### src/rtl/fini_encoder_k5.sv
// Streaming FINI k5 encoder: maps 2-bit symbol pairs to 6-bit codewords,
// buffers them in a 2-entry FIFO and raises a sticky alarm if any stored
// word stops being a legal codeword.
module fini_encoder_k5 (
  input  logic       port_clk,
  input  logic       port_rst,
  input  logic [1:0] port_sym_a,
  input  logic [1:0] port_sym_b,
  input  logic       port_in_valid,
  output logic       port_in_ready,
  input  logic [5:0] port_flip,
  output logic [5:0] port_a,
  output logic [5:0] port_b,
  output logic       port_out_valid,
  input  logic       port_out_ready,
  output logic       port_alarm,
  output logic [7:0] port_count
);

  localparam int unsigned CW    = 6;
  localparam int unsigned SW    = 2;
  localparam int unsigned DEPTH = 2;
  localparam int unsigned OCCW  = 2;
  localparam int unsigned CNTW  = 8;

  typedef enum logic [0:0] {
    ST_RUN   = 1'b0,
    ST_ALARM = 1'b1
  } state_t;

  state_t            state_q, state_d;
  logic [CW-1:0]     mem_a [DEPTH];
  logic [CW-1:0]     mem_b [DEPTH];
  logic              wr_ptr_q;
  logic              rd_ptr_q;
  logic [OCCW-1:0]   occ_q;
  logic [CNTW-1:0]   count_q;

  logic              run_c;
  logic              push_c;
  logic              pop_c;
  logic              bad_c;
  logic [DEPTH-1:0]  occupied_c;

  // Symbol to k5 codeword map.
  function automatic logic [CW-1:0] enc(input logic [SW-1:0] s);
    logic [CW-1:0] c;
    case (s)
      2'd0:    c = 6'h00;
      2'd1:    c = 6'h33;
      2'd2:    c = 6'h37;
      default: c = 6'h3B;
    endcase
    return c;
  endfunction

  // Codeword predicate, identical to the downstream detector.
  function automatic logic word_ok(input logic [CW-1:0] c);
    return (c == '0) || (c[0] && c[1] && c[4] && c[5] && !(c[2] && c[3]));
  endfunction

  // Handshake decode from registered state only.
  always_comb begin
    run_c          = (state_q == ST_RUN);
    port_in_ready  = run_c && (occ_q < OCCW'(DEPTH));
    port_out_valid = run_c && (occ_q != '0);
    port_alarm     = (state_q == ST_ALARM);
    port_count     = count_q;
    port_a         = port_out_valid ? mem_a[rd_ptr_q] : '0;
    port_b         = port_out_valid ? mem_b[rd_ptr_q] : '0;
    push_c         = port_in_valid && port_in_ready;
    pop_c          = port_out_valid && port_out_ready;
  end

  // Re-check every occupied entry against the predicate.
  always_comb begin
    occupied_c = '0;
    bad_c      = 1'b0;
    if (occ_q != '0)          occupied_c[rd_ptr_q]  = 1'b1;
    if (occ_q == OCCW'(DEPTH)) occupied_c[~rd_ptr_q] = 1'b1;
    for (int i = 0; i < DEPTH; i++) begin
      if (occupied_c[i] && (!word_ok(mem_a[i]) || !word_ok(mem_b[i]))) bad_c = 1'b1;
    end
  end

  // State register.
  always_ff @(posedge port_clk) begin
    if (port_rst) state_q <= ST_RUN;
    else          state_q <= state_d;
  end

  // Next state: RUN falls into the absorbing ALARM on any bad entry.
  always_comb begin
    state_d = state_q;
    case (state_q)
      ST_RUN:   if (bad_c) state_d = ST_ALARM;
      ST_ALARM: state_d = ST_ALARM;
      default:  state_d = ST_RUN;
    endcase
  end

  // FIFO storage, pointers, occupancy and transfer counter.
  always_ff @(posedge port_clk) begin
    if (port_rst) begin
      wr_ptr_q <= 1'b0;
      rd_ptr_q <= 1'b0;
      occ_q    <= '0;
      count_q  <= '0;
      for (int i = 0; i < DEPTH; i++) begin
        mem_a[i] <= '0;
        mem_b[i] <= '0;
      end
    end else begin
      if (push_c) begin
        mem_a[wr_ptr_q] <= enc(port_sym_a) ^ port_flip;
        mem_b[wr_ptr_q] <= enc(port_sym_b);
        wr_ptr_q        <= ~wr_ptr_q;
      end
      if (pop_c) begin
        rd_ptr_q <= ~rd_ptr_q;
        count_q  <= count_q + CNTW'(1);
      end
      if (!run_c || bad_c)      occ_q <= '0;
      else if (push_c && !pop_c) occ_q <= occ_q + OCCW'(1);
      else if (pop_c && !push_c) occ_q <= occ_q - OCCW'(1);
    end
  end

endmodule
### config.mk
export PLATFORM = sky130hd
export DESIGN_NAME = fini_encoder_k5
export DESIGN_NICKNAME = d
export VERILOG_FILES = /design/src/rtl/fini_encoder_k5.sv
export SDC_FILE = /design/constraint.sdc
export NUM_CORES = 1
export LEC_CHECK = 0
export BUFFER_PORTS_ARGS = -buffer_cell sky130_fd_sc_hd__buf_2
export CAP_MARGIN = 20
export CORE_AREA = 2 2 70 72
export CTS_CLUSTER_SIZE = 24
export DETAILED_ROUTE_END_ITERATION = 6
export DIE_AREA = 0 0 72 74
export GPL_ROUTABILITY_DRIVEN = 0
export PLACE_DENSITY = 0.65
export SKIP_CTS_REPAIR_TIMING = 1
export SLEW_MARGIN = 20
export SYNTH_ARGS = -nofsm -noshare
export SYNTH_HDL_FRONTEND = slang
export SYNTH_SLANG_ARGS = --single-unit
### constraint.sdc
create_clock -name port_clk -period 1.8 [get_ports port_clk]
set_input_delay 0.45 -clock port_clk [delete_from_list [all_inputs] [get_ports port_clk]]
set_output_delay 0.45 -clock port_clk [all_outputs]
set_load 0.05 [all_outputs]
; Word-level counts from Yosys, hierarchy flattened
; Memory sizes are Yosys's and may differ from the RTL's. A register that Yosys moved wholly into a read port is not among the register bits.
; Index checks and enable logic that the tools add are counted.
[word_totals]
ff_bits = 13
ramBits = 24
inputBits = 14
wordCells = 118
memories = 2
[memory_table]
columns = memory, words, width, rd, rd_clocked_by_memory_dff, write_ports, line
row1 = mem_a, 2, 6, 3, 1, 2, 32  ; logic [CW-1:0] mem_a [DEPTH];
row2 = mem_b, 2, 6, 3, 1, 2, 33  ; logic [CW-1:0] mem_b [DEPTH];
[classes]
addsub = 3
n_lt_le_gt_ge = 5
eq_ne = 5
n_mux = 35
n_bitwise = 5
n_reduce_logical = 58
[ops]
columns = cell, n
row1 = 6-bit 2-to-1 mux, 8
row2 = 6-bit case mux with 3 select lines, 2
row3 = 1-bit logical AND, 30
row4 = 6-bit logical NOT, 4
row5 = 1-bit 2-to-1 mux, 18
row6 = 6-bit OR reduction, 2
row7 = 1-bit logical NOT, 10
row8 = "8-bit by 1-bit adder with 8-bit output, second input constant", 1
row9 = 2-bit 2-to-1 mux, 4
row10 = 1-bit logical OR, 7
row11 = "2-bit == test, second input constant", 3
row12 = 6-bit bitwise XOR, 1
row13 = "2-bit by 1-bit == test with 1-bit output, second input constant", 2
row14 = 2-bit logical NOT, 2
row15 = "1-bit by 2-bit less-than comparator with 1-bit output, second input constant", 2
row16 = 2-bit nonzero test, 2
row17 = 1-bit NOT, 3
row18 = "2-bit by 1-bit adder with 2-bit output, second input constant", 1
row19 = 1-bit demux with 1-bit select, 2
row20 = "1-bit greater-or-equal comparator, second input constant", 2
row21 = "2-bit less-than comparator, second input constant", 1
row22 = 2-bit OR, 1
row23 = 1-bit case mux with 2 select lines, 1
row24 = 2-bit OR reduction, 1
row25 = "2-bit by 1-bit subtractor with 2-bit output, second input constant", 1

; Logic depth before layout (Yosys ltp)
[depth]
word_depth = 12
depth_mapped = 10
depth_no_buf = 9

; Worst setup path after synthesis
; No wires, ideal clock.
[synth_path]
path_type = flip-flop to output port
from = reg state_q, in the netlist port_alarm
to = out port_b[1]
arrival_ns = 2.030
slack_ns = -0.680
stages_incl_launch_ff = 5
path_cell_list = dfxtp_1 > or2_1 > buf_6 > nor2_1 > buf_4
[synth_between]
elab_chain_len = 3
[synth_rtl]
columns = element, line
row1 = "start, declared", 31  ; state_t state_q, state_d;
row2 = "start signal, assigned", 89  ; else state_q <= state_d;
row3 = 1-bit NOT, --
row4 = 1-bit logical AND, 66  ; port_out_valid = run_c && (occ_q != '0);
row5 = 6-bit 2-to-1 mux, 70  ; port_b = port_out_valid ? mem_b[rd_ptr_q] : '0;
row6 = "end, declared", 13  ; output logic [5:0] port_b,
; Every way passes these cells.

; Worst setup path in the final report
[layout_path]
from = reg occ_q[1]
to = out port_b[1]
[layout_between]
elab_chain_len = 3
[layout_rtl]
columns = element, line
row1 = "start, declared", 36  ; logic [OCCW-1:0] occ_q;
row2 = "start signal, assigned", 124  ; else if (push_c && !pop_c) occ_q <= occ_q + OCCW'(1);
row3 = "start signal, assigned", 125  ; else if (pop_c && !push_c) occ_q <= occ_q - OCCW'(1);
row4 = 2-bit nonzero test, 66
row5 = 1-bit logical AND, 66
row6 = 6-bit 2-to-1 mux, 70
; Every way passes these cells.

==> impl_metrics.env <==
export IMPL_p_sw_mw=1.21
export IMPL_rr_endpoint="occ_q[1]"
export IMPL_vias_per_cell=4.66
export IMPL_failed_checks="negative setup slack"
export IMPL_grt_max_degree=19
export IMPL_power_switching_share_pct=40.6
export IMPL_synth_top_area_share_pct=33.3
export IMPL_dieWidth_um=72
export IMPL_pwr_share_clk_pct=16.9
export IMPL_cts_sinks=32
export IMPL_final_period_utilization_pct=105
export IMPL_worstHoldPathType="flip-flop to flip-flop"
export IMPL_die_h_um=74
export IMPL_cts_max_path_buffers=2
export IMPL_nets=222
export IMPL_synth_area_sq_um=1620
export IMPL_yosys_top_cells_area="edfxtp_1, dfxtp_1, nor2_1"
export IMPL_grt_pass1_vias=1129
export IMPL_cp_startpoint="occ_q[1]"
export IMPL_ir_drop_v=0.000527
export IMPL_clock_latency_ns=0.28
export IMPL_wl_um=2980
export IMPL_synth_async_sr_flop_share_pct=0
export IMPL_power_internal_mw=1.77
export IMPL_fmax_ghz=0.529
export IMPL_setup_worst_path_start_class="flip-flop"
export IMPL_worstPathMaxFanout=5
export IMPL_synth_ff_type="edfxtp_1"
export IMPL_cpPeakStageDelay_ns=0.37
export IMPL_cp_endpoint="port_b[1]"
export IMPL_fin_crit_ns=1.89
export IMPL_report_final_slew_viol_count=0
export IMPL_antenna_found_initial=0
export IMPL_worstPathRequired_ns=1.35
export IMPL_core_area_sq_um=4600
export IMPL_drt_iter0_drc=56
export IMPL_sequentialPowerShare_pct=34.8
export IMPL_rr_worst_depth=4
export IMPL_worstMarginPinSlew_ns=0.424
export IMPL_area_growth_pct=32.8
export IMPL_dpl_hpwl_um=2330
export IMPL_seqCellArea_sq_um=830
export IMPL_multi_input_area_sq_um=798
export IMPL_yosysWarnings=0
export IMPL_cts_max_level=2
export IMPL_skew_ns=0.0100
export IMPL_grt_pass1_wl_um=5020
export IMPL_n_fill_cell=457
export IMPL_grt_usage_pct=12.1
export IMPL_setup_violations=12
export IMPL_syn_inst=162
export IMPL_die_area_sq_um=5330
export IMPL_hold_slack_ns=0.497
export IMPL_start_util_pct=35.3
export IMPL_ys_ff_latch=32
export IMPL_mostFrequentLayoutCells="nor2_1, buf_2, edfxtp_1"
export IMPL_diodes=0
export IMPL_fin_ws_ns=-0.0906
export IMPL_end_kind="output pin"
export IMPL_rr_startpoint="mem_a[0][4]"
export IMPL_cp_data_arrival_time_ns=1.44
export IMPL_drtAntennaViolNets=0
export IMPL_p_comb_share_pct=48.4
export IMPL_relSlewSlack_pct=71.8
export IMPL_rsz0062_at_grt="true"
export IMPL_p_leak_nw=0.876
export IMPL_synthesis_nets=178
export IMPL_rows=25
export IMPL_yosys_area_top_type="edfxtp_1"
export IMPL_cts_root_buffer="clkbuf_8"
export IMPL_seq_area_frac_synth_pct=50.6
export IMPL_pin_count=37
export IMPL_overflow=0
export IMPL_firstDrtPassIters=4
export IMPL_drc=0
export IMPL_cts_tree="done"
export IMPL_syn_avg_cell_area_sq_um=10.0
export IMPL_port_buffers=36
export IMPL_place_ws_ns=-0.0118
export IMPL_cts_buffers=5
export IMPL_crit_type="flip-flop to output pin"
export IMPL_synth_cell_type_count=39
export IMPL_vias=1217
export IMPL_critical_path_slowest_cell="dfxtp_4"
export IMPL_reg2reg_slack_ns=0.13
export IMPL_status="finished with violations"
export IMPL_drv_cap=0
export IMPL_mostFrequentLayoutCell="nor2_1"
export IMPL_power_density_nw_per_um2=1380
export IMPL_path_clk_slew_ns=0.06
export IMPL_wl_per_cell_um=11.4
export IMPL_synth_edf_count=18
export IMPL_crit_chain="nor2_2, or2_4, buf_8, nor2_4, buf_6"
export IMPL_finalHoldViolCount=0
export IMPL_drive_gt1_share_pct=34.8
power by group through the flow:
stage | Clock (mW) | Sequential, mW | Combinational [mW]
3_5_place_dp | 0 | 1.04 | 1.21
5_1_grt | 0.550 | 1.05 | 1.55
4_1_cts | 0.520 | 1.03 | 1.21
3_3_place_gp | 0 | 1.04 | 1.20
2_1_floorplan | 0 | 1.07 | 0.921
6_report | 0.503 | 1.04 | 1.44
how the worst min path moves through the flow:
stage	start	depth (start not counted)	slack [ns]	endpoint
after floorplan	wr_ptr_q	2	0.52	wr_ptr_q
after global placement	port_count[1]	2	0.48	port_count[1]
after detailed placement	port_count[1]	2	0.49	port_count[1]
after CTS	port_sym_b[0]	3	0.49	mem_b[0][4]
after global routing	port_sym_b[0]	3	0.51	mem_b[0][4]
final	port_count[1]	2	0.50	port_count[1]
layout make-up:
| type | count | share of cell area, % |
|---|---|---|
| inverter | 3 | 0.755 |
| tap | 54 | 3.14 |
| timing repair buffer | 45 | 16.8 |
| sequential | 32 | 38.5 |
| clock inverter | 1 | 0.174 |
| multi-input combinational | 119 | 37.0 |
| clock buffer | 7 | 3.54 |
flip-flops by register name, summed over array words and instances, names as in the netlist, named ones only:
register / count
port_alarm: 1
port_count: 8
occ_q: 2
mem_a: 12
wr_ptr_q: 1
rd_ptr_q: 1
mem_b: 6
per-layer routing:
layer,vias to the layer above,wire length (um),GRT usage (%)
li1,643,-,-
met1,547,1410,16.6
met2,23,1430,18.4
met3,4,96,2.57
met4,0,34,5.66
met5,-,0,0
cells in the mapped netlist, drive strengths merged (3+ instances only):
master,instances
mux2i,9
xnor2,3
buf,4
clkbuf,4
nand3,4
nor2,44
a21oi,4
nor4,3
o21ai,3
edfxtp,18
nand4,3
dfxtp,14
nand2,8
xor2,13
or3,3
metrics by stage:
step | util (%) | TNS, ns | cells | area (sq um) | total power [mW]
floorplan | - | -0.0459 | 162 | 1660 | 1.99
global placement | 41.9 | 0 | 252 | 1930 | 2.24
detailed placement | 41.9 | -0.0118 | 252 | 1930 | 2.25
CTS | 43.6 | -2.87 | 260 | 2010 | 2.76
global route | 46.9 | -1.15 | 261 | 2150 | 3.15
finish | 46.9 | -0.467 | 261 | 2150 | 2.98
critical path, delay by kind of cell (launching register included):
family / cells / cell delay (ns)
and+or+nand+nor: 3 / 0.47
DFF: 1 / 0.37
buffers and inverters: 2 / 0.32
kinds of logic (layout without fill, tap and decap cells):
group	count (synthesis)	count (layout)	share of synthesized area, %
muxes	9	9	5.55
xor gates and xnor gates	16	16	8.64
adders and majority gates	2	2	1.54
DFF	32	32	50.6
and+or+nand+nor	76	76	22.7
AOI/OAI and AO/OA	16	16	7.02
buffers and inverters	11	56	4.01
(Power assumes the default switching activity.)
